$ cat src/rtl/lot_ticket_tx_if.sv
// Lottery ticket transmitter <-> prize checker bus.
//   num       : digit presented to the checker
//   insere    : one-cycle strobe qualifying num
//   fim       : one-cycle end-of-ticket strobe
//   fim_jogo  : one-cycle game-cancel strobe
//   premio_in : prize code returned by the checker (00 none, 01 prize 1, 10 prize 2)
// master = transmitter side, slave = checker side.
interface lot_ticket_tx_if;
  logic [3:0] num;
  logic       insere;
  logic       fim;
  logic       fim_jogo;
  logic [1:0] premio_in;

  modport master (output num, insere, fim, fim_jogo, input premio_in);
  modport slave  (input num, insere, fim, fim_jogo, output premio_in);
endinterface

$ cat src/rtl/lot_ticket_tx.sv
// Lottery ticket transmitter.
// Holds a five-digit BCD ticket, sends its digits one by one to a prize
// checker, signals end of ticket, captures the returned prize code and
// keeps completed-ticket and prize statistics.
// Ports:
//   clk, reset    : rising-edge clock, asynchronous active-high reset
//   load, ticket  : strobe + five BCD digits (digit 0 in [19:16], sent first)
//   start         : transmit the held ticket
//   abort         : cancel the game in progress (fim_jogo on the next cycle)
//   chk           : checker bus (num, insere, fim, fim_jogo out; premio_in in)
//   busy          : high whenever not IDLE
//   done, result  : one-cycle result pulse and registered prize code
//   err           : sticky, set when a load carried a non-BCD digit
//   sent_count    : completed tickets, wrapping
//   win1_count, win2_count : prize 1 / prize 2 results, saturating
module lot_ticket_tx #(
  parameter int GAP = 1
) (
  input  logic                  clk,
  input  logic                  reset,
  input  logic                  load,
  input  logic [19:0]           ticket,
  input  logic                  start,
  input  logic                  abort,
  lot_ticket_tx_if.master       chk,
  output logic                  busy,
  output logic                  done,
  output logic [1:0]            result,
  output logic                  err,
  output logic [7:0]            sent_count,
  output logic [7:0]            win1_count,
  output logic [7:0]            win2_count
);

  typedef enum logic [2:0] {
    S_IDLE,
    S_SEND,
    S_GAP,
    S_FIM,
    S_CAPT,
    S_RES
  } state_t;

  // Value of the gap counter on the last idle cycle after a digit.
  localparam logic [3:0] GAP_LAST = (GAP > 0) ? 4'(GAP - 1) : 4'd0;

  state_t      state_q, state_d;
  logic [19:0] ticket_q;
  logic        valid_q;
  logic [2:0]  idx_q;
  logic [3:0]  gap_q;
  logic [3:0]  num_q;
  logic        fim_jogo_q;
  logic [1:0]  result_q;
  logic        err_q;
  logic [7:0]  sent_q, win1_q, win2_q;

  logic take_load, bad_load, go, next_digit, enter_gap, gap_step, capture;
  logic insere_c, fim_c, done_c;

  function automatic logic is_bcd(input logic [19:0] t);
    return (t[19:16] <= 4'd9) && (t[15:12] <= 4'd9) && (t[11:8] <= 4'd9) &&
           (t[7:4] <= 4'd9) && (t[3:0] <= 4'd9);
  endfunction

  function automatic logic [3:0] digit_at(input logic [19:0] t, input logic [2:0] k);
    logic [3:0] d;
    case (k)
      3'd0:    d = t[19:16];
      3'd1:    d = t[15:12];
      3'd2:    d = t[11:8];
      3'd3:    d = t[7:4];
      3'd4:    d = t[3:0];
      default: d = 4'd0;
    endcase
    return d;
  endfunction

  // State register.
  always_ff @(posedge clk or posedge reset) begin
    if (reset) state_q <= S_IDLE;
    else       state_q <= state_d;
  end

  // Next state and control. Abort overrides everything outside IDLE; in IDLE
  // it simply blocks load and start for that cycle.
  always_comb begin
    state_d    = state_q;
    take_load  = 1'b0;
    bad_load   = 1'b0;
    go         = 1'b0;
    next_digit = 1'b0;
    enter_gap  = 1'b0;
    gap_step   = 1'b0;
    capture    = 1'b0;
    insere_c   = 1'b0;
    fim_c      = 1'b0;
    done_c     = 1'b0;
    case (state_q)
      S_IDLE: begin
        if (!abort) begin
          if (load) begin
            if (is_bcd(ticket)) take_load = 1'b1;
            else                bad_load  = 1'b1;
          end else if (start && valid_q) begin
            go      = 1'b1;
            state_d = S_SEND;
          end
        end
      end
      S_SEND: begin
        insere_c = 1'b1;
        if (GAP == 0) begin
          if (idx_q == 3'd4) state_d = S_FIM;
          else               next_digit = 1'b1;
        end else begin
          enter_gap = 1'b1;
          state_d   = S_GAP;
        end
      end
      S_GAP: begin
        if (gap_q == GAP_LAST) begin
          if (idx_q == 3'd4) begin
            state_d = S_FIM;
          end else begin
            next_digit = 1'b1;
            state_d    = S_SEND;
          end
        end else begin
          gap_step = 1'b1;
        end
      end
      S_FIM: begin
        fim_c   = 1'b1;
        state_d = S_CAPT;
      end
      S_CAPT: begin
        capture = 1'b1;
        state_d = S_RES;
      end
      S_RES: begin
        done_c  = 1'b1;
        state_d = S_IDLE;
      end
      default: state_d = S_IDLE;
    endcase
    if (abort && (state_q != S_IDLE)) begin
      state_d    = S_IDLE;
      next_digit = 1'b0;
      enter_gap  = 1'b0;
      gap_step   = 1'b0;
      capture    = 1'b0;
    end
  end

  // Datapath: ticket register, digit sequencing, prize capture and counters.
  // Counters update together with result so they are current while done is high.
  always_ff @(posedge clk or posedge reset) begin
    if (reset) begin
      ticket_q   <= 20'd0;
      valid_q    <= 1'b0;
      idx_q      <= 3'd0;
      gap_q      <= 4'd0;
      num_q      <= 4'd0;
      fim_jogo_q <= 1'b0;
      result_q   <= 2'b00;
      err_q      <= 1'b0;
      sent_q     <= 8'd0;
      win1_q     <= 8'd0;
      win2_q     <= 8'd0;
    end else begin
      fim_jogo_q <= abort;
      if (take_load) begin
        ticket_q <= ticket;
        valid_q  <= 1'b1;
        err_q    <= 1'b0;
      end
      if (bad_load) err_q <= 1'b1;
      if (go) begin
        idx_q <= 3'd0;
        num_q <= ticket_q[19:16];
      end
      if (next_digit) begin
        idx_q <= idx_q + 3'd1;
        num_q <= digit_at(ticket_q, idx_q + 3'd1);
      end
      if (enter_gap) gap_q <= 4'd0;
      if (gap_step)  gap_q <= gap_q + 4'd1;
      if (capture) begin
        result_q <= chk.premio_in;
        sent_q   <= sent_q + 8'd1;
        if (chk.premio_in == 2'b01 && win1_q != 8'hFF) win1_q <= win1_q + 8'd1;
        if (chk.premio_in == 2'b10 && win2_q != 8'hFF) win2_q <= win2_q + 8'd1;
      end
    end
  end

  assign chk.num      = num_q;
  assign chk.insere   = insere_c;
  assign chk.fim      = fim_c;
  assign chk.fim_jogo = fim_jogo_q;
  assign busy         = (state_q != S_IDLE);
  assign done         = done_c;
  assign result       = result_q;
  assign err          = err_q;
  assign sent_count   = sent_q;
  assign win1_count   = win1_q;
  assign win2_count   = win2_q;

endmodule

$ cat src/flat_wrapper.sv
// flat-port wrapper written by rule: the top's interface ports become plain ports
module lot_ticket_tx_flat 
#(
  parameter int GAP = 1
)
  (clk, reset, load, ticket, start, abort, busy, done, result, err, sent_count, win1_count, win2_count, chk_num, chk_insere, chk_fim, chk_fim_jogo, chk_premio_in);
  lot_ticket_tx_if chk_i ();
  input  logic clk;
  input  logic reset;
  input  logic load;
  input  logic [19:0] ticket;
  input  logic start;
  input  logic abort;
  output logic busy;
  output logic done;
  output logic [1:0] result;
  output logic err;
  output logic [7:0] sent_count;
  output logic [7:0] win1_count;
  output logic [7:0] win2_count;
  output wire logic [$bits(chk_i.num)-1:0] chk_num;
  output wire logic [$bits(chk_i.insere)-1:0] chk_insere;
  output wire logic [$bits(chk_i.fim)-1:0] chk_fim;
  output wire logic [$bits(chk_i.fim_jogo)-1:0] chk_fim_jogo;
  input wire logic [$bits(chk_i.premio_in)-1:0] chk_premio_in;
  assign chk_num = chk_i.num;
  assign chk_insere = chk_i.insere;
  assign chk_fim = chk_i.fim;
  assign chk_fim_jogo = chk_i.fim_jogo;
  assign chk_i.premio_in = chk_premio_in;
  lot_ticket_tx #(.GAP(GAP)) u_core (.clk(clk), .reset(reset), .load(load), .ticket(ticket), .start(start), .abort(abort), .chk(chk_i), .busy(busy), .done(done), .result(result), .err(err), .sent_count(sent_count), .win1_count(win1_count), .win2_count(win2_count));
endmodule
$ cat config.mk
export PLATFORM = sky130hd
export DESIGN_NAME = lot_ticket_tx_flat
export DESIGN_NICKNAME = d
export VERILOG_FILES = /design/src/rtl/lot_ticket_tx_if.sv /design/src/rtl/lot_ticket_tx.sv /design/src/flat_wrapper.sv
export SDC_FILE = /design/constraint.sdc
export NUM_CORES = 1
export LEC_CHECK = 0
export BUFFER_PORTS_ARGS = -buffer_cell sky130_fd_sc_hd__buf_2
export CAP_MARGIN = 5
export CELL_PAD_IN_SITES_DETAIL_PLACEMENT = 0
export CELL_PAD_IN_SITES_GLOBAL_PLACEMENT = 2
export CORE_ASPECT_RATIO = 1.1
export CORE_MARGIN = 2
export CORE_UTILIZATION = 38
export CTS_CLUSTER_DIAMETER = 30
export CTS_CLUSTER_SIZE = 25
export DETAILED_ROUTE_END_ITERATION = 7
export GPL_TIMING_DRIVEN = 0
export PLACE_DENSITY_LB_ADDON = 0.2
export SYNTH_ARGS = -nofsm -noshare
export SYNTH_HDL_FRONTEND = slang
export SYNTH_SLANG_ARGS = --single-unit
$ cat constraint.sdc
create_clock -name clk -period 4.47 [get_ports clk]
set_input_delay 0.6705 -clock clk [delete_from_list [all_inputs] [get_ports clk]]
set_output_delay 0.6705 -clock clk [all_outputs]
set_load 0.005 [all_outputs]
==> flow_metrics.py, run 1 <==
metrics = {
    "timing": {
        "worst_slew_pin_slew_ps": 723,
        "finalHoldViolCount": 0,
        "fin_skew_ps": 10.3,
        "min_period_over_period_pct": 54.1,
        "worst_slew_margin_rel_pct": 51.6,
        "drv_slew": 0,
        "fin_setup_tns_ps": 0,
        "fmax_ghz": 0.413,
        "period_needed_ps": 2420,
        "rsz0062_at_grt": "false",
        "setup_viol_count_final": 0,
    },
    "place": {
        "dp.cells": 440,
        "dpl.hpwl_um": 4850,
        "gp_congestion": 0.734,
        "placed_cell_area_um2": 3510,
        "portBuffers": 62,
    },
    "cts": {
        "hold_buffers": 0,
        "root_buffer": "clkbuf_8",
        "cts_buffers": 9,
        "cts_resized": 0,
        "clkTransAtPathRegs_ps": 70,
        "cts_sinks": 63,
        "cts_setup_buffers": 0,
        "h-tree-depth": 3,
        "tritoncts": "yes",
        "insertion_delay_ps": 320,
        "clockBufferDepth": 2,
    },
    "synthesis": {
        "post_synth.cell_area_avg_um2": 11.3,
        "netlist_top_cells_count": "63 x dfrtp_1, 25 x mux2_2, 16 x nand2_1",
        "yosysMostFrequentCell": "dfrtp_1",
        "synthFlopType": "dfrtp_1",
        "synth_area_leaders": "dfrtp_1 52%, mux2_2 9.3%, ha_1 4.5%",
        "yosysSeqAreaShare_pct": 51.8,
        "synth_edf_count": 0,
        "netlist_area_um2": 3040,
        "synth_cell_type_count": 39,
        "synth_cells": 269,
        "synth_nets": 307,
        "ys_ff_latch": 63,
        "async_flop_share_pct": 100,
        "yosysTopAreaCell": "dfrtp_1",
        "synth_top_area_share_pct": 51.8,
        "yosysWarningCount": 0,
    },
    "global_route": {
        "grt-ovfl-total": 0,
        "track_usage_pct": 16.0,
        "grt_antenna_before_repair": 0,
        "grt_pass1_wl_um": 10700,
        "grt_max_degree": 37,
        "grt_pass1_vias": 2138,
    },
    "worst_setup_path": {
        "path_class": "reg -> out",
        "cp-start-kind": "flop",
        "slowest_stage": "dfrtp_1",
        "crit_family": "buffers and inverters",
        "path_cells": "clkbuf_1, nor2b_1, and2_2, buf_2",
        "cp_max_fo": 10,
        "cp_num_buf_inv": 2,
        "crit_arrival_ps": 1750,
        "cp.required_ps": 3800,
        "end_kind": "output pin",
        "critical-path-max-stage-delay_ps": 470,
    },
    "cells_and_area": {
        "drive_above_1_share_pct": 33.0,
        "syn_to_final_growth_pct": 22.7,
        "final_util_pct": 47.7,
        "antennaDiodeCount": 0,
        "nets": 381,
        "fin_area_um2": 3730,
        "final_cells": 456,
    },
    "run_status": {
        "outcome": "finished clean",
    },
    "drt": {
        "via_count": 2282,
        "drt_iter0_markers": 88,
        "ant_nets": 0,
        "firstDrtPassIters": 4,
        "wl_per_cell_um": 14.6,
        "routed_wl_um": 6660,
        "vias_per_cell": 5.00,
        "drcViolationCount": 0,
    },
    "power_and_ir_drop": {
        "power_density_nw_per_um2": 440,
        "vdd.ir_drop.worst_mv": 0.181,
        "total_power_mw": 1.64,
        "leakage_nw": 1.86,
    },
    "die": {
        "die-area_um2": 8740,
        "core_um2": 7830,
        "die_x_um": 89.3,
        "io-pin-count": 63,
        "start_util_pct": 38.9,
        "row_count": 34,
        "die_h_um": 97.8,
    },
    "job": {
        "drv_cap": 0,
    },
    "hold_path": {
        "hp-class": "in -> async",
    },
}
cell usage in the layout (no fill, tap or decap), types with 2 or more instances in the layout:
cell type,count
xor2_1,12
mux2_2,25
ha_1,11
o211ai_1,2
clkbuf_1,7
dfrtp_1,63
nor3b_1,2
nor3_1,8
xnor2_1,10
nand2_1,16
o22ai_1,4
buf_2,65
mux2i_1,4
nor2_1,13
nand4_1,7
nor2b_1,4
or2_2,3
a22oi_1,9
and3_1,3
a31oi_1,5
bufinv_16,2
inv_1,10
clkbuf_8,11
a21oi_1,9
nand3_1,10
o21ai_0,15
path summary, 6_finish.rpt:
kind | start | end | slack, ps | cells after the start
max reg2reg | u_core.gap_q[0] | u_core.chk.num[2] | 2230 | 7
max | u_core.state_q[0] | done | 2050 | 4
min | reset | u_core.gap_q[2] | 420 | 2
min reg2reg | u_core.sent_count[7] | u_core.sent_count[7] | 480 | 1
min in group clk | u_core.sent_count[7] | u_core.sent_count[7] | 480 | 1
max in group asynchronous | reset | u_core.ticket_q[3] | 3430 | 3
cell type report:
cell class,instances,area (um^2)
Fill cell,769,4100
Tap cell,108,135
Inverter,11,41.3
Clock buffer,13,159
Timing Repair Buffer,63,330
Buffer,8,33.8
Multi-Input combinational cell,187,1390
Clock inverter,3,65.1
Sequential cell,63,1580
logic make-up after synthesis:
| logic type | after synthesis | synth area share [%] |
|---|---|---|
| simple gates | 76 | 13.7 |
| compound gates | 49 | 10.6 |
| flops | 63 | 51.8 |
| xor+xnor | 22 | 6.33 |
| mux | 29 | 10.6 |
| fa+ha+maj | 11 | 4.52 |
| buf+inv | 19 | 2.47 |
routing by layer:
| metal | global-route usage, % | up-vias | part of all wire [%] |
|---|---|---|---|
| li1 | - | 1114 | - |
| met1 | 22.9 | 1122 | 49 |
| met2 | 23.2 | 42 | 46 |
| met3 | 4.56 | 4 | 3.8 |
| met4 | 5.17 | 0 | 0.95 |
| met5 | 0 | - | 0 |
per-stage QoR:
stage	hold slack, ps	worst slack [ps]
finish	423	2050
global route	478	1890
CTS	437	2020
detailed placement	470	2070
global placement	453	1340
floorplan	439	2230
report_power, final:
group	switching [mW]	internal [mW]
logic	0.172	0.163
clock network	0.208	0.344
registers	0.0829	0.671
total	0.463	1.18
flip-flops by register name, indices dropped and copies added (netlist names):
name                 count
u_core.ticket_q         20
u_core.sent_count        8
u_core.win1_count        8
u_core.win2_count        8
u_core.chk.num           4
u_core.gap_q             4
u_core.idx_q             3
u_core.state_q           3
u_core.result            2
u_core.chk.fim_jogo      1
u_core.err               1
u_core.valid_q           1
No activity file was read; power rests on OpenSTA's default activity.
==> run 2, diff against run 1 <==
ABC_AREA = 1   (was unset)
CORE_UTILIZATION = 29   (was 38)
clock period = 2 ns   (was 4.47 ns; I/O delays follow)
==> run 2 against run 1 <==
Effect of this change:
- clock skew down 3.9 ps
- die area up 43%
- first-iteration DRC count down 41%
- combinational power rose to 4.6 times the previous value
- worst hold slack worse by 280 ps
- area after synthesis up 11%
- register-to-register slack worse by 2000 ps
- design area up 12%
- global-route usage down 1.8 points
==> flow_metrics.py, run 2 <==
metrics = {
    "run_status": {
        "outcome": "finished clean",
    },
    "cells_and_area": {
        "seq_area_um2": 1580,
        "final_util_pct": 36.8,
        "drive_above_1_share_pct": 22.9,
        "syn_to_final_growth_pct": 24.6,
        "largest_reg_flops": 20,
        "nets": 523,
        "multiInputGateArea_um2": 1500,
        "top_register": "u_core.ticket_q",
        "fin_area_um2": 4190,
        "nFillCells": 1232,
        "final_common_cell": "nand2_1",
        "antennaDiodeCount": 0,
        "final_cell_mix": "110 x nand2_1, 64 x buf_2, 63 x dfrtp_1, 61 x inv_1, 30 x nor2_1",
    },
    "synthesis": {
        "yosysTopAreaCell": "dfrtp_1",
        "synth_cells": 411,
        "netlist_area_um2": 3360,
        "ys_ff_latch": 63,
        "yosysMostFrequentCell": "nand2_1",
        "post_synth.cell_area_avg_um2": 8.18,
        "synth_area_leaders": "dfrtp_1 47%, nand2_1 12%, inv_1 7.0%",
        "netlist_top_cells_count": "111 x nand2_1, 63 x dfrtp_1, 63 x inv_1",
        "yosysWarningCount": 0,
        "synth_nets": 449,
        "synth_top_area_share_pct": 46.9,
        "async_flop_share_pct": 100,
        "synth_cell_type_count": 27,
        "synthFlopType": "dfrtp_1",
        "synth_edf_count": 0,
        "yosysSeqAreaShare_pct": 46.9,
    },
    "timing": {
        "worst_slew_margin_rel_pct": 46.7,
        "setup_slack_ps": 219,
        "min_period_over_period_pct": 89.0,
        "fmax_ghz": 0.562,
        "finalHoldViolCount": 0,
        "period_needed_ps": 1780,
        "setup_viol_count_final": 0,
        "fin_skew_ps": 6.42,
        "worst_slew_pin_slew_ps": 799,
        "rsz0062_at_grt": "false",
        "drv_slew": 0,
        "whs_ps": 142,
    },
    "worst_setup_path": {
        "end_kind": "flop",
        "path_class": "reg -> reg",
        "cp-start-kind": "flop",
        "crit_arrival_ps": 2000,
        "cp.required_ps": 2210,
        "cp_max_fo": 7,
    },
    "global_route": {
        "grt_antenna_before_repair": 1,
        "grt_max_degree": 64,
        "grt_pass1_vias": 2779,
        "grt_pass1_wl_um": 13600,
        "track_usage_pct": 14.2,
        "grt-ovfl-total": 0,
    },
    "place": {
        "dpl.hpwl_um": 6120,
        "placed_cell_area_um2": 3860,
        "place_ws_ps": 111,
        "gp_congestion": 0.787,
        "portBuffers": 62,
    },
    "power_and_ir_drop": {
        "power_frac_clock_pct": 31.8,
        "p_sw_share_pct": 34.6,
        "vdd.ir_drop.worst_mv": 0.524,
        "comb_power_share_pct": 29.3,
        "power_density_nw_per_um2": 1250,
        "total_power_mw": 5.24,
        "leakage_nw": 2.20,
        "power.internal_mw": 3.43,
        "seqPwrFrac_pct": 38.8,
        "p_switching_mw": 1.81,
    },
    "cts": {
        "h-tree-depth": 3,
        "hold_buffers": 0,
        "clkTransAtPathRegs_ps": 50,
        "cts_sinks": 63,
        "root_buffer": "clkbuf_16",
        "clockBufferDepth": 2,
        "insertion_delay_ps": 330,
        "cts_buffers": 9,
        "tritoncts": "yes",
    },
    "drt": {
        "firstDrtPassIters": 4,
        "vias_per_cell": 4.39,
        "ant_nets": 0,
        "wl_per_cell_um": 12.7,
        "drt_iter0_markers": 52,
        "via_count": 2807,
        "routed_wl_um": 8120,
        "drcViolationCount": 0,
    },
    "hold_path": {
        "hp-class": "in -> async",
    },
    "job": {
        "drv_cap": 0,
    },
    "die": {
        "start_util_pct": 29.5,
        "die-area_um2": 12500,
        "io-pin-count": 63,
        "row_count": 41,
        "die_x_um": 107,
        "core_um2": 11400,
        "die_h_um": 117,
    },
}
## run 2: cell types whose count changed in the layout (fill, tap and decap cells not counted), sizes merged, moves of 4 or more
cell	before	now
mux2i	4	0
o21ai	15	40
nor2	13	34
clkbuf	18	12
inv	11	65
a31oi	5	1
nand2	16	113
a22oi	9	0
nor2b	4	0
mux2	25	0
nand3	10	28
## run 2: layout make-up
type                    instances  share of cell area [%]
plain buffers                   6                    1.14
clock buffers                  11                    5.80
clock inverters                 4                    1.67
inverters                      65                    5.89
multi-input cells             277                    35.8
flip-flops and latches         63                    37.6
well taps                     150                    4.48
repair buffers                 63                    7.59
## run 2: path summary, 6_finish.rpt
path / from / endpoint / slack [ps] / cells past startpoint
setup / recovery: u_core.state_q[0] / u_core.sent_count[7] / 220 / 8
hold / removal: reset / u_core.chk.fim_jogo / 140 / 2
setup reg to reg: u_core.state_q[0] / u_core.sent_count[7] / 220 / 8
hold reg to reg: u_core.valid_q / u_core.valid_q / 470 / 2
max in group asynchronous: reset / u_core.sent_count[1] / 1340 / 2
min in group clk: abort / u_core.chk.fim_jogo / 190 / 1
## run 2: kinds of logic (layout without fill, tap and decap cells)
group,after synthesis,count (layout),synth area share [%]
adder cells (fa/ha/maj),11,11,4.09
AND/OR/NAND/NOR,189,189,24.7
buffers and inverters,71,149,8.67
AO/OA/AOI/OAI,56,56,10.2
XOR/XNOR,21,21,5.47
flip-flops,63,63,46.9
## run 2: metrics by stage
step	setup TNS, ps	cells
3_5_place_dp	0	623
4_1_cts	0	638
5_1_grt	0	639
3_3_place_gp	-56860	623
2_1_floorplan	0	411
6_report	0	639
## run 2: power groups by stage
stage / sequential [mW] / combinational, mW / clock [mW]
finish: 2.03 / 1.54 / 1.67
global route: 2.10 / 1.79 / 1.78
CTS: 2.04 / 1.56 / 1.73
floorplan: 1.98 / 1.06 / 0
global placement: 2.05 / 1.55 / 0
detailed placement: 2.06 / 1.55 / 0
## run 2: repair_timing
item / CTS / global route
setup endpoints to repair: 0 / 26
resized for setup: 0 / 3
setup buffers: 0 / 1
## run 2: routing by layer
| metal | share of wire (%) | up-vias | wire (um) | GRT usage [%] |
|---|---|---|---|---|
| met2 | 53 | 39 | 4300 | 25.7 |
| met1 | 42 | 1311 | 3410 | 16.1 |
| met4 | 2.1 | 2 | 171 | 7.01 |
| met3 | 2.8 | 15 | 224 | 2.66 |
| li1 | - | 1440 | - | - |
| met5 | 0.16 | - | 13 | 0 |
## run 2: critical path, cell delays in order, from the launching register on
cell and delay, ps:
dfrtp_1 430, nor2_2 180, nand2_1 110, nor2_4 180, inv_1 150, nor2_1 190
nand3_1 170, o21ai_0 190, nand2_1 60
==> run 3, diff against run 2 <==
BUFFER_PORTS_ARGS = unset   (was -buffer_cell sky130_fd_sc_hd__buf_2)
CORE_UTILIZATION = 40   (was 29)
DONT_BUFFER_PORTS = 1   (was unset)
clock period = 2.06 ns   (was 2 ns; I/O delays follow)
==> run 3 against run 2 <==
Effect of this change:
- the flow now finishes with violations (negative hold slack)
- worst hold slack got worse by 160 ps
- first-iteration DRC count rose by 85%
- sequential power hardly changed
- die area decreased by 27%
- clock power down 44%
- global-route usage up 3.4 points
- setup slack improved by 1.5 ps
- register-to-register slack barely moved
- non-clock buffer count shrank 62
- critical path type unchanged
- highest routed layer is now met4
==> flow_metrics.py, run 3 (synthesized netlist as in run 2, its figures left out) <==
metrics = {
    "die": {
        "io-pin-count": 63,
        "die_h_um": 100,
        "die-area_um2": 9150,
        "row_count": 35,
        "start_util_pct": 40.6,
        "die_x_um": 91.4,
        "core_um2": 8280,
    },
    "worst_setup_path": {
        "cp-start-kind": "flop",
        "slowest_stage": "dfrtp_1",
        "path_class": "reg -> reg",
        "crit_arrival_ps": 2070,
        "cp.required_ps": 2290,
        "end_kind": "flop",
        "cp_max_fo": 10,
        "critical-path-max-stage-delay_ps": 440,
        "path_cells": "nor2_2, inv_2, nor2_4, nand3_2, nor3_4, nand2_4, buf_6, nand2_1, o21ai_2",
    },
    "power_and_ir_drop": {
        "total_power_mw": 4.18,
        "seqPwrFrac_pct": 48.1,
        "p_sw_share_pct": 39.6,
        "comb_power_share_pct": 29.6,
        "power.internal_mw": 2.52,
        "p_switching_mw": 1.66,
        "power_density_nw_per_um2": 1140,
        "leakage_nw": 1.86,
        "vdd.ir_drop.worst_mv": 0.418,
        "power_frac_clock_pct": 22.3,
    },
    "timing": {
        "min_period_over_period_pct": 89.3,
        "fin_skew_ps": 9.40,
        "worst_slew_margin_rel_pct": 47.4,
        "rsz0062_at_grt": "false",
        "setup_slack_ps": 221,
        "period_needed_ps": 1840,
        "fmax_ghz": 0.544,
        "finalHoldViolCount": 22,
        "fin_setup_tns_ps": 0,
        "drv_slew": 0,
        "whs_ps": -19.5,
        "setup_viol_count_final": 0,
        "worst_slew_pin_slew_ps": 790,
    },
    "cells_and_area": {
        "largest_reg_flops": 20,
        "final_common_cell": "nand2_1",
        "top_register": "u_core.ticket_q",
        "antennaDiodeCount": 0,
        "final_util_pct": 44.5,
        "fin_area_um2": 3680,
        "nets": 461,
        "final_cells": 539,
        "final_cell_mix": "111 x nand2_1, 63 x dfrtp_1, 61 x inv_1, 31 x nor2_1, 27 x nand3_1",
        "drive_above_1_share_pct": 11.4,
        "syn_to_final_growth_pct": 9.45,
    },
    "cts": {
        "cts_buffers": 9,
        "h-tree-depth": 3,
        "clockBufferDepth": 2,
        "tritoncts": "yes",
        "insertion_delay_ps": 340,
        "root_buffer": "clkbuf_8",
        "cts_setup_buffers": 0,
        "clkTransAtPathRegs_ps": 70,
        "cts_sinks": 63,
    },
    "global_route": {
        "grt_max_degree": 64,
        "grt_pass1_vias": 2628,
        "grt_pass1_wl_um": 12700,
        "grt-ovfl-total": 0,
        "track_usage_pct": 17.6,
        "grt_antenna_before_repair": 0,
    },
    "run_status": {
        "violations": "negative hold slack",
        "outcome": "finished with violations",
    },
    "place": {
        "placed_cell_area_um2": 3500,
        "gp_congestion": 0.775,
        "dpl.hpwl_um": 5350,
        "dp.cells": 522,
        "portBuffers": 0,
        "place_ws_ps": 215,
    },
    "drt": {
        "routed_wl_um": 7350,
        "drt_iter0_markers": 96,
        "via_count": 2572,
        "ant_nets": 0,
        "firstDrtPassIters": 4,
        "drcViolationCount": 0,
        "vias_per_cell": 4.77,
        "wl_per_cell_um": 13.6,
    },
    "job": {
        "drv_cap": 0,
    },
    "hold_path": {
        "hp-class": "in -> async",
    },
}
run 3: path summary, 6_finish.rpt:
path                                    start                    to  slack, ps  cells past startpoint
setup / recovery            u_core.state_q[0]    u_core.ticket_q[2]        220                      9
hold / removal                          reset   u_core.chk.fim_jogo        -20                      1
setup reg to reg            u_core.state_q[0]    u_core.ticket_q[2]        220                      9
hold reg to reg            u_core.ticket_q[4]    u_core.ticket_q[4]        470                      2
max in group asynchronous               reset  u_core.sent_count[1]       1550                      1
min in group clk             chk_premio_in[1]      u_core.result[1]         90                      2
run 3: area by class of cell:
| class | count | area (um^2) |
|---|---|---|
| clock buffers | 9 | 124 |
| multi-input cells | 277 | 1490 |
| repair buffers | 1 | 10.0 |
| plain buffers | 6 | 50.0 |
| well taps | 111 | 139 |
| clock inverters | 7 | 40.0 |
| flip-flops and latches | 63 | 1580 |
| inverters | 65 | 246 |
| fillers | 862 | 4600 |
run 3: what timing repair did:
item                                    CTS  global route
hold buffers                              1             0
hold endpoints to repair                  1             0
resized for setup                         0             2
endpoints found under the setup margin    0             3
run 3: power by group through the flow:
| stage | registers [mW] | logic [mW] | clock network, mW |
|---|---|---|---|
| 3_5_place_dp | 2.05 | 1.25 | 0 |
| 4_1_cts | 2.02 | 1.26 | 0.963 |
| 6_report | 2.01 | 1.24 | 0.933 |
| 2_1_floorplan | 1.92 | 1.02 | 0 |
| 5_1_grt | 2.09 | 1.48 | 1.02 |
| 3_3_place_gp | 2.04 | 1.23 | 0 |
run 3: per-layer routing:
layer | global-route usage [%] | vias to the layer above | share of wire (%)
met5 | 0 | - | 0
met4 | 8.39 | 0 | 1.9
met3 | 4.80 | 10 | 5.9
met2 | 28.6 | 57 | 49
met1 | 21.9 | 1187 | 44
li1 | - | 1318 | -
run 3: worst max-delay path: cells and delay by family (launching register included):
kind	cells	cell delay, ps
compound gates	1	50
buf+inv	2	240
flops	1	440
simple gates	6	980
